## config.mk

```make
export PLATFORM = sky130hd
export DESIGN_NAME = ctrl_seq
export DESIGN_NICKNAME = d
export VERILOG_FILES = /design/src/rtl/ctrl_seq.sv
export SDC_FILE = /design/constraint.sdc
export NUM_CORES = 1
export LEC_CHECK = 0
export BUFFER_PORTS_ARGS = -buffer_cell sky130_fd_sc_hd__buf_4
export CORE_ASPECT_RATIO = 1.5
export CORE_MARGIN = 4
export CORE_UTILIZATION = 55
export CTS_BUF_LIST = sky130_fd_sc_hd__clkbuf_4 sky130_fd_sc_hd__clkbuf_8
export DETAILED_ROUTE_END_ITERATION = 12
export HOLD_SLACK_MARGIN = 0.03
export PLACE_DENSITY = 0.92
export SLEW_MARGIN = 20
export SYNTH_ARGS = -nofsm -noshare
export SYNTH_HDL_FRONTEND = slang
export SYNTH_SLANG_ARGS = --single-unit
export TNS_END_PERCENT = 1
```

## constraint.sdc

```tcl
create_clock -name clk -period 4.5 [get_ports clk]
set_input_delay 0 -clock clk [delete_from_list [all_inputs] [get_ports clk]]
set_output_delay 0 -clock clk [all_outputs]
set_load 0.005 [all_outputs]
```

## src/rtl/ctrl_seq.sv

```systemverilog
// ctrl_seq -- fetch/decode/execute sequencer for a small accumulator machine.
//
// Each instruction takes FETCH -> DECODE -> EXEC -> FETCH (3 cycles). ALU-mem
// adds a MEMRD cycle after EXEC to cover the 1-cycle data RAM latency. HALT
// is absorbing until reset.
//
// Ports:
//   clk        single clock, all state on the rising edge
//   rst        asynchronous, active-low reset
//   pm_addr    program memory address (the registered PC)
//   pm_data    program word, valid one cycle after pm_addr (synchronous ROM)
//   flag_z/cy/s/o  registered ALU flags, sampled by JCOND in EXEC
//   data_src   ALU operand source: 00 mem, 01 imm, 11 reg
//   immediate  ir[7:0] zero-extended/truncated to WIDTH
//   op         ALU operation ir[10:8]
//   ce_a       accumulator clock-enable
//   ce_cy      carry clock-enable (ce_a qualified by op[2]==0)
//   reg_addr   register index ir[3:0]
//   reg_we     register-file write of the accumulator
//   mem_addr   data address ir[7:0]
//   mem_we     data memory write of the accumulator
//   halted     sticky, set by HALT
//   illegal    sticky, set by an undefined opcode
//   fsm_state  current FSM state (FETCH=0 DECODE=1 EXEC=2 MEMRD=3 HALT=4)
//
// Handshake: there is none; the ROM and RAM are fixed-latency and every
// enable is a single-cycle pulse that the consumer acts on at the next edge.

module ctrl_seq #(
  parameter int WIDTH = 8,
  parameter int PC_W  = 8
) (
  input  logic             clk,
  input  logic             rst,
  output logic [PC_W-1:0]  pm_addr,
  input  logic [15:0]      pm_data,
  input  logic             flag_z,
  input  logic             flag_cy,
  input  logic             flag_s,
  input  logic             flag_o,
  output logic [1:0]       data_src,
  output logic [WIDTH-1:0] immediate,
  output logic [2:0]       op,
  output logic             ce_a,
  output logic             ce_cy,
  output logic [3:0]       reg_addr,
  output logic             reg_we,
  output logic [7:0]       mem_addr,
  output logic             mem_we,
  output logic             halted,
  output logic             illegal,
  output logic [2:0]       fsm_state
);

  typedef enum logic [2:0] {
    S_FETCH  = 3'd0,
    S_DECODE = 3'd1,
    S_EXEC   = 3'd2,
    S_MEMRD  = 3'd3,
    S_HALT   = 3'd4
  } state_t;

  localparam logic [3:0] OPC_NOP     = 4'h0;
  localparam logic [3:0] OPC_ALU_IMM = 4'h1;
  localparam logic [3:0] OPC_ALU_REG = 4'h2;
  localparam logic [3:0] OPC_ALU_MEM = 4'h3;
  localparam logic [3:0] OPC_ST_REG  = 4'h4;
  localparam logic [3:0] OPC_ST_MEM  = 4'h5;
  localparam logic [3:0] OPC_JMP     = 4'h6;
  localparam logic [3:0] OPC_JCOND   = 4'h7;
  localparam logic [3:0] OPC_HALT    = 4'hF;

  localparam logic [1:0] DS_MEM = 2'b00;
  localparam logic [1:0] DS_IMM = 2'b01;
  localparam logic [1:0] DS_REG = 2'b11;

  state_t           state;
  logic [PC_W-1:0]  pc;
  logic [15:0]      ir;
  logic [3:0]       ir_opc;
  logic [3:0]       new_opc;
  logic [PC_W-1:0]  jump_target;
  logic             cond_flag;
  logic             cond_taken;

  assign ir_opc      = ir[15:12];
  assign new_opc     = pm_data[15:12];
  assign jump_target = PC_W'(ir[7:0]);

  // Flag select order: 0=Z, 1=CY, 2=S, 3=O; ir[11] inverts the sense.
  always_comb begin
    cond_flag = flag_z;
    case (ir[9:8])
      2'd0:    cond_flag = flag_z;
      2'd1:    cond_flag = flag_cy;
      2'd2:    cond_flag = flag_s;
      default: cond_flag = flag_o;
    endcase
  end

  assign cond_taken = cond_flag ^ ir[11];

  // Enables are registered: they are computed one edge early (from pm_data
  // in DECODE, from ir in EXEC for the MEMRD pulse) so every pulse lines up
  // exactly with its state and reset clears them asynchronously.
  always_ff @(posedge clk or negedge rst) begin
    if (!rst) begin
      state   <= S_FETCH;
      pc      <= '0;
      ir      <= '0;
      halted  <= 1'b0;
      illegal <= 1'b0;
      ce_a    <= 1'b0;
      ce_cy   <= 1'b0;
      reg_we  <= 1'b0;
      mem_we  <= 1'b0;
    end else begin
      case (state)
        S_FETCH: begin
          state  <= S_DECODE;
          ce_a   <= 1'b0;
          ce_cy  <= 1'b0;
          reg_we <= 1'b0;
          mem_we <= 1'b0;
        end

        S_DECODE: begin
          ir     <= pm_data;
          pc     <= pc + PC_W'(1);
          state  <= S_EXEC;
          ce_a   <= (new_opc == OPC_ALU_IMM) || (new_opc == OPC_ALU_REG);
          ce_cy  <= ((new_opc == OPC_ALU_IMM) || (new_opc == OPC_ALU_REG))
                    && !pm_data[10];
          reg_we <= (new_opc == OPC_ST_REG);
          mem_we <= (new_opc == OPC_ST_MEM);
        end

        S_EXEC: begin
          state  <= S_FETCH;
          ce_a   <= 1'b0;
          ce_cy  <= 1'b0;
          reg_we <= 1'b0;
          mem_we <= 1'b0;
          case (ir_opc)
            OPC_NOP, OPC_ALU_IMM, OPC_ALU_REG, OPC_ST_REG, OPC_ST_MEM: begin
              // Work is carried by the enable pulses already issued.
            end
            OPC_ALU_MEM: begin
              // RAM data arrives one cycle after mem_addr is presented.
              state <= S_MEMRD;
              ce_a  <= 1'b1;
              ce_cy <= !ir[10];
            end
            OPC_JMP: pc <= jump_target;
            OPC_JCOND: begin
              if (cond_taken) pc <= jump_target;
            end
            OPC_HALT: begin
              state  <= S_HALT;
              halted <= 1'b1;
            end
            default: illegal <= 1'b1;
          endcase
        end

        S_MEMRD: begin
          state  <= S_FETCH;
          ce_a   <= 1'b0;
          ce_cy  <= 1'b0;
          reg_we <= 1'b0;
          mem_we <= 1'b0;
        end

        S_HALT: begin
          state  <= S_HALT;
          ce_a   <= 1'b0;
          ce_cy  <= 1'b0;
          reg_we <= 1'b0;
          mem_we <= 1'b0;
        end

        default: begin
          state  <= S_FETCH;
          ce_a   <= 1'b0;
          ce_cy  <= 1'b0;
          reg_we <= 1'b0;
          mem_we <= 1'b0;
        end
      endcase
    end
  end

  // Operand source only matters while the accumulator is enabled; it is
  // held at memory otherwise so MEMRD needs no special case.
  always_comb begin
    data_src = DS_MEM;
    if (state == S_EXEC) begin
      case (ir_opc)
        OPC_ALU_IMM: data_src = DS_IMM;
        OPC_ALU_REG: data_src = DS_REG;
        default:     data_src = DS_MEM;
      endcase
    end
  end

  assign pm_addr   = pc;
  assign immediate = WIDTH'(ir[7:0]);
  assign op        = ir[10:8];
  assign reg_addr  = ir[3:0];
  assign mem_addr  = ir[7:0];
  assign fsm_state = state;

endmodule

```

### Yosys cells after proc, flatten, opt, wreduce, memory -nomap -nowiden

Index checks and enable logic that the tools add are counted.

* register bits after elaboration: 33
* input bits: 22
* word-level logic and storage cells: 57

* add/sub/neg operators: 1
* eq/ne operators: 19
* muxes and demuxes: 14
* bitwise logic cells: 2
* reduce and logical (&&, ||, !) cells: 12

Operator list (count)
* one-hot mux 8 bit (2 select lines): 2
* equality test 4 x 3 -> 1 bit (second input constant): 6
* equality test 4 x 2 -> 1 bit (second input constant): 3
* one-hot mux 3 bit (4 select lines): 1
* OR reduction 9 bit: 1
* adder 8 x 1 -> 8 bit (second input constant): 1
* equality test 4 x 1 -> 1 bit (second input constant): 2
* two-way mux 8 bit: 1
* one-hot mux 3 bit (2 select lines): 1
* equality test 4 bit (second input constant): 1
* logical NOT 4 bit: 1
* two-way mux 1 bit: 4
* one-hot mux 1 bit (2 select lines): 2
* one-hot mux 2 bit (2 select lines): 1
* AND reduction 2 bit: 2
* equality test 3 x 1 -> 1 bit (second input constant): 1
* equality test 3 x 2 -> 1 bit (second input constant): 1
* equality test 3 bit (second input constant): 1
* logical NOT 3 bit: 1
* inequality test 3 x 1 -> 1 bit (second input constant): 1
* inequality test 3 bit (second input constant): 1
* one-hot mux 1 bit (3 select lines): 1
* AND reduction 3 bit: 1
* equality test 2 x 1 -> 1 bit (second input constant): 1
* 9 further kinds: 10

### Logic depth before layout (Yosys ltp)

* depth after elaboration: 6
* depth in mapped cells: 7
* gate-level depth less buffers: 5

### Least setup slack after synthesis

OpenSTA, ideal clock, no wires.

* path type: reg2reg
* from: register state[1], in the netlist fsm_state[1]
* to: register pc[0], in the netlist pm_addr[0]
* library setup time: 0.121 ns
* data arrival time: 1.635 ns
* data required time: 4.379 ns
* setup slack: 2.744 ns
* cell stages (with the launch flop): 8
* cells stage by stage: dfrtp_1 > buf_4 > or3b_1 > nor3_2 > o21ai_2 > and2_1 > buf_6 > a22o_1

* word-level cells in the longest chain between the ends: 3
* elaborated cells on any way between the ends: 7
* classes of those cells: eq/ne (4); mux (1); reduce/logical (2)

Ends and longest elaborated chain
* start, declared: RTL line 77 `state_t state;`
* start signal, assigned: RTL line 108 `state <= S_FETCH;`
* start signal, assigned: RTL line 120 `state <= S_DECODE;`
* start signal, assigned: RTL line 130 `state <= S_EXEC;`
* equality test 3 x 2 -> 1 bit or equality test 3 x 1 -> 1 bit (tied branches): RTL line 118 `case (state)`
* inequality test 3 x 1 -> 1 bit (no source line) (tied with other cells)
* AND reduction 3 bit (no source line)
* end signal, assigned: RTL line 129 `pc <= pc + PC_W'(1);`
* end signal, assigned: RTL line 154 `OPC_JMP: pc <= jump_target;`
* end signal, assigned: RTL line 156 `if (cond_taken) pc <= jump_target;`
* end, declared: RTL line 78 `logic [PC_W-1:0] pc;`

Several ways; a longest one is shown, not always the timed one.
A chain may end at the register's enable or synchronous reset.

### Worst setup path after layout

* from: register state[2], in the netlist fsm_state[2]
* to: register reg_we

* word-level cells in the longest chain between the ends: 2

Ends and longest elaborated chain
* equality test 3 x 1 -> 1 bit: RTL line 118
* two-way mux 1 bit: RTL line 118
* end signal, assigned: RTL line 134 `reg_we <= (new_opc == OPC_ST_REG);`
* end, declared: RTL line 47 `output logic reg_we,`

No other way between the ends.

==> out/qor.csv <==
metric;value;unit
p_per_area;701;mW/mm^2
rsz0062_at_grt;no;
wire_per_inst;15.0;microns
worstPathRequired;4.73;ns
fmax;0.434;GHz
final_cell_mix;65 x nand2_1, 63 x buf_4, 33 x dfrtp_1;
synth-simple-area-share;25.5;%
synth_area_leaders;dfrtp_1 47%, nand2_1 14%, buf_4 10%;
grt_antenna_before_repair;0;
clock_path_buffers;2;
ys.warnings.count;0;
core_area;0.00300;sq mm
syn_nets;225;
grt_max_degree;34;
dieArea;0.00420;sq mm
syn-cell-area;0.00176;sq mm
numCtsBuffers;5;
dp_cells;272;
vias;1595;
end_kind;flip-flop;
crit_arrival;2.53;ns
slowest_delay;0.60;ns
postPlaceCellArea;0.00207;sq mm
crit_slowest_cell;dlygate4sd3_1;
slew_headroom;52.6;%
setup_slack;2.20;ns
io_buffers;63;
syn_to_final_growth;35.3;%
synth_area_leader_cell;dfrtp_1;
ys_types;37;
grt_pass1_wl;7530;microns
ys.flop_type;dfrtp_1;
dp_slack;2.21;ns
synth_edf_count;0;
r2r_cells;5;
die_w;54.2;microns
cts_sinks;33;
skew;0.0119;ns
hp-class;input pin to async pin;
n_antenna_cell;0;
grt_overflow;0;
yosys.area_share.xor_xnor;0.993;%
synth_fa_ha_area_share;0.709;%
clockRootBuffer;clkbuf_8;
final_max_slew_viol_count;0;
start_util;58.8;%
routed_wl;4460;microns
groute.usage.overall;24.7;%
path_class;flip-flop to flip-flop;
ys_ff_latch;33;
fin_setup_tns;0;ns
final_area;0.00239;sq mm
synth_cells;202;
htreeDepth;2;
drc;0;
status;finished, final reports clean;
min_period_over_period;51.2;%
p_leak;1.23;nW
min_period;2.30;ns
die_y;77.4;microns
clk_pin_slew;0.07;ns
hpwl;2990;microns
crit_chain;nor2_1, nand2_1, nor2_1, nor4bb_1, dlygate4sd3_1;
tightest_slew;0.710;ns
vias_per_cell;5.35;
fin_cells;298;
syn_area_per_cell;8.73;sq um
ant_nets;0;
grt_pass1_vias;1572;
cp_common_cell;nor2_1;
synth_top_family_by_area;simple AND/OR/NAND/NOR gates;
cts_tree;yes;
power.total;1.67;mW
fillers;205;
ys_async_sr_fraction;100;%
synth_mux_area_share;2.91;%
ir_drop;0.529;mV
dr.first_iter.drc_count;39;
dr.pass1.iters;4;
nets;281;
finalHoldViolCount;0;
synth_top_cell_area_share;46.8;%
cap_violations;0;
crit_path_start_kind;flip-flop;
finalSetupViolCount;0;
num_rows;24;
place_congestion;0.859;
ys_seq_area_share;46.8;%
boundaryPins;64;
drive_gt1_share;29.7;%
cp_max_fo;18;
synth-compound-area-share;10.4;%
final_common_cell;nand2_1;
clock_latency;0.30;ns
-- sequential cells by signal (all words and copies together), names as in the netlist --
name	flops
mem_we	1
ce_cy	1
ir	16
reg_we	1
ce_a	1
pm_addr	8
illegal	1
halted	1
fsm_state	3
-- metrics by stage --
stage	hold slack, ns	utilization (%)
2_1_floorplan	-0.296	-
3_3_place_gp	-0.0430	68.8
3_5_place_dp	-0.0382	68.8
4_1_cts	0.182	79.3
5_1_grt	0.231	79.5
6_report	0.173	79.5
-- per-layer routing --
layer / share of wire, % / up-vias / GRT usage [%]
met2: 57 / 46 / 42.6
li1: - / 773 / -
met1: 35 / 767 / 27.5
met3: 5.6 / 9 / 6.90
met5: 0 / - / 0
met4: 1.8 / 0 / 9.73
-- Yosys cell counts, types with 2 or more instances --
| cell type | count |
|---|---|
| mux2i_1 | 4 |
| nor3b_1 | 2 |
| xnor2_1 | 2 |
| a31o_2 | 2 |
| a21oi_1 | 8 |
| o21ai_0 | 3 |
| nand2b_1 | 2 |
| clkbuf_1 | 6 |
| dfrtp_1 | 33 |
| nand2_1 | 65 |
| nor2_1 | 7 |
| a31oi_1 | 7 |
| and3_1 | 3 |
| buf_4 | 24 |
| nand4_1 | 2 |
| nand3_1 | 8 |
| o22ai_1 | 4 |
-- path summary, 6_finish.rpt --
path / from / end / slack, ns
setup reg to reg: fsm_state[2]$_DFF_PN0_ / reg_we$_DFF_PN0_ / 2.20
setup / recovery: fsm_state[2]$_DFF_PN0_ / reg_we$_DFF_PN0_ / 2.20
hold / removal: rst / pm_addr[5]$_DFFE_PN0P_ / 0.17
max in group asynchronous: rst / ir[9]$_DFFE_PN0P_ / 4.02
hold reg to reg: ir[10]$_DFFE_PN0P_ / ce_cy$_DFF_PN0_ / 0.48
min in group clk: flag_z / pm_addr[3]$_DFFE_PN0P_ / 0.43
-- kinds of logic after synthesis --
kind of cell / Yosys count
AOI/OAI and AO/OA: 29
xor gates and xnor gates: 2
adders and majority gates: 1
buffers and inverters: 33
DFF: 33
muxes: 5
and+or+nand+nor: 99
-- where the power goes --
part	total, mW	leakage, nW	switching, mW	internal (mW)
registers	0.601	0.405	0.175	0.427
logic	0.742	0.753	0.357	0.385
clock network	0.330	0.0681	0.110	0.220
total	1.67	1.23	0.641	1.03
-- timing repair --
item	in CTS	in global routing
gates resized for setup	0	0
buffers inserted	0	0
hold buffers	18	0
hold endpoints to repair	52	0
-- area by class of cell --
class | instances | area (sq um) | area share, %
Multi-Input combinational cell | 136 | 722 | 30.2
Inverter | 1 | 3.75 | 0.157
Clock buffer | 5 | 68.8 | 2.88
Tap cell | 39 | 48.8 | 2.04
Clock inverter | 3 | 65.1 | 2.73
Sequential cell | 33 | 826 | 34.6
Timing Repair Buffer | 81 | 653 | 27.4
-- worst max-delay path: cells and delay by family (launching register included) --
kind,cells,cell delay [ns]
and+or+nand+nor,4,1.15
DFF,1,0.48
buffers and inverters,1,0.60
Power figures use the tool's default switching activity.
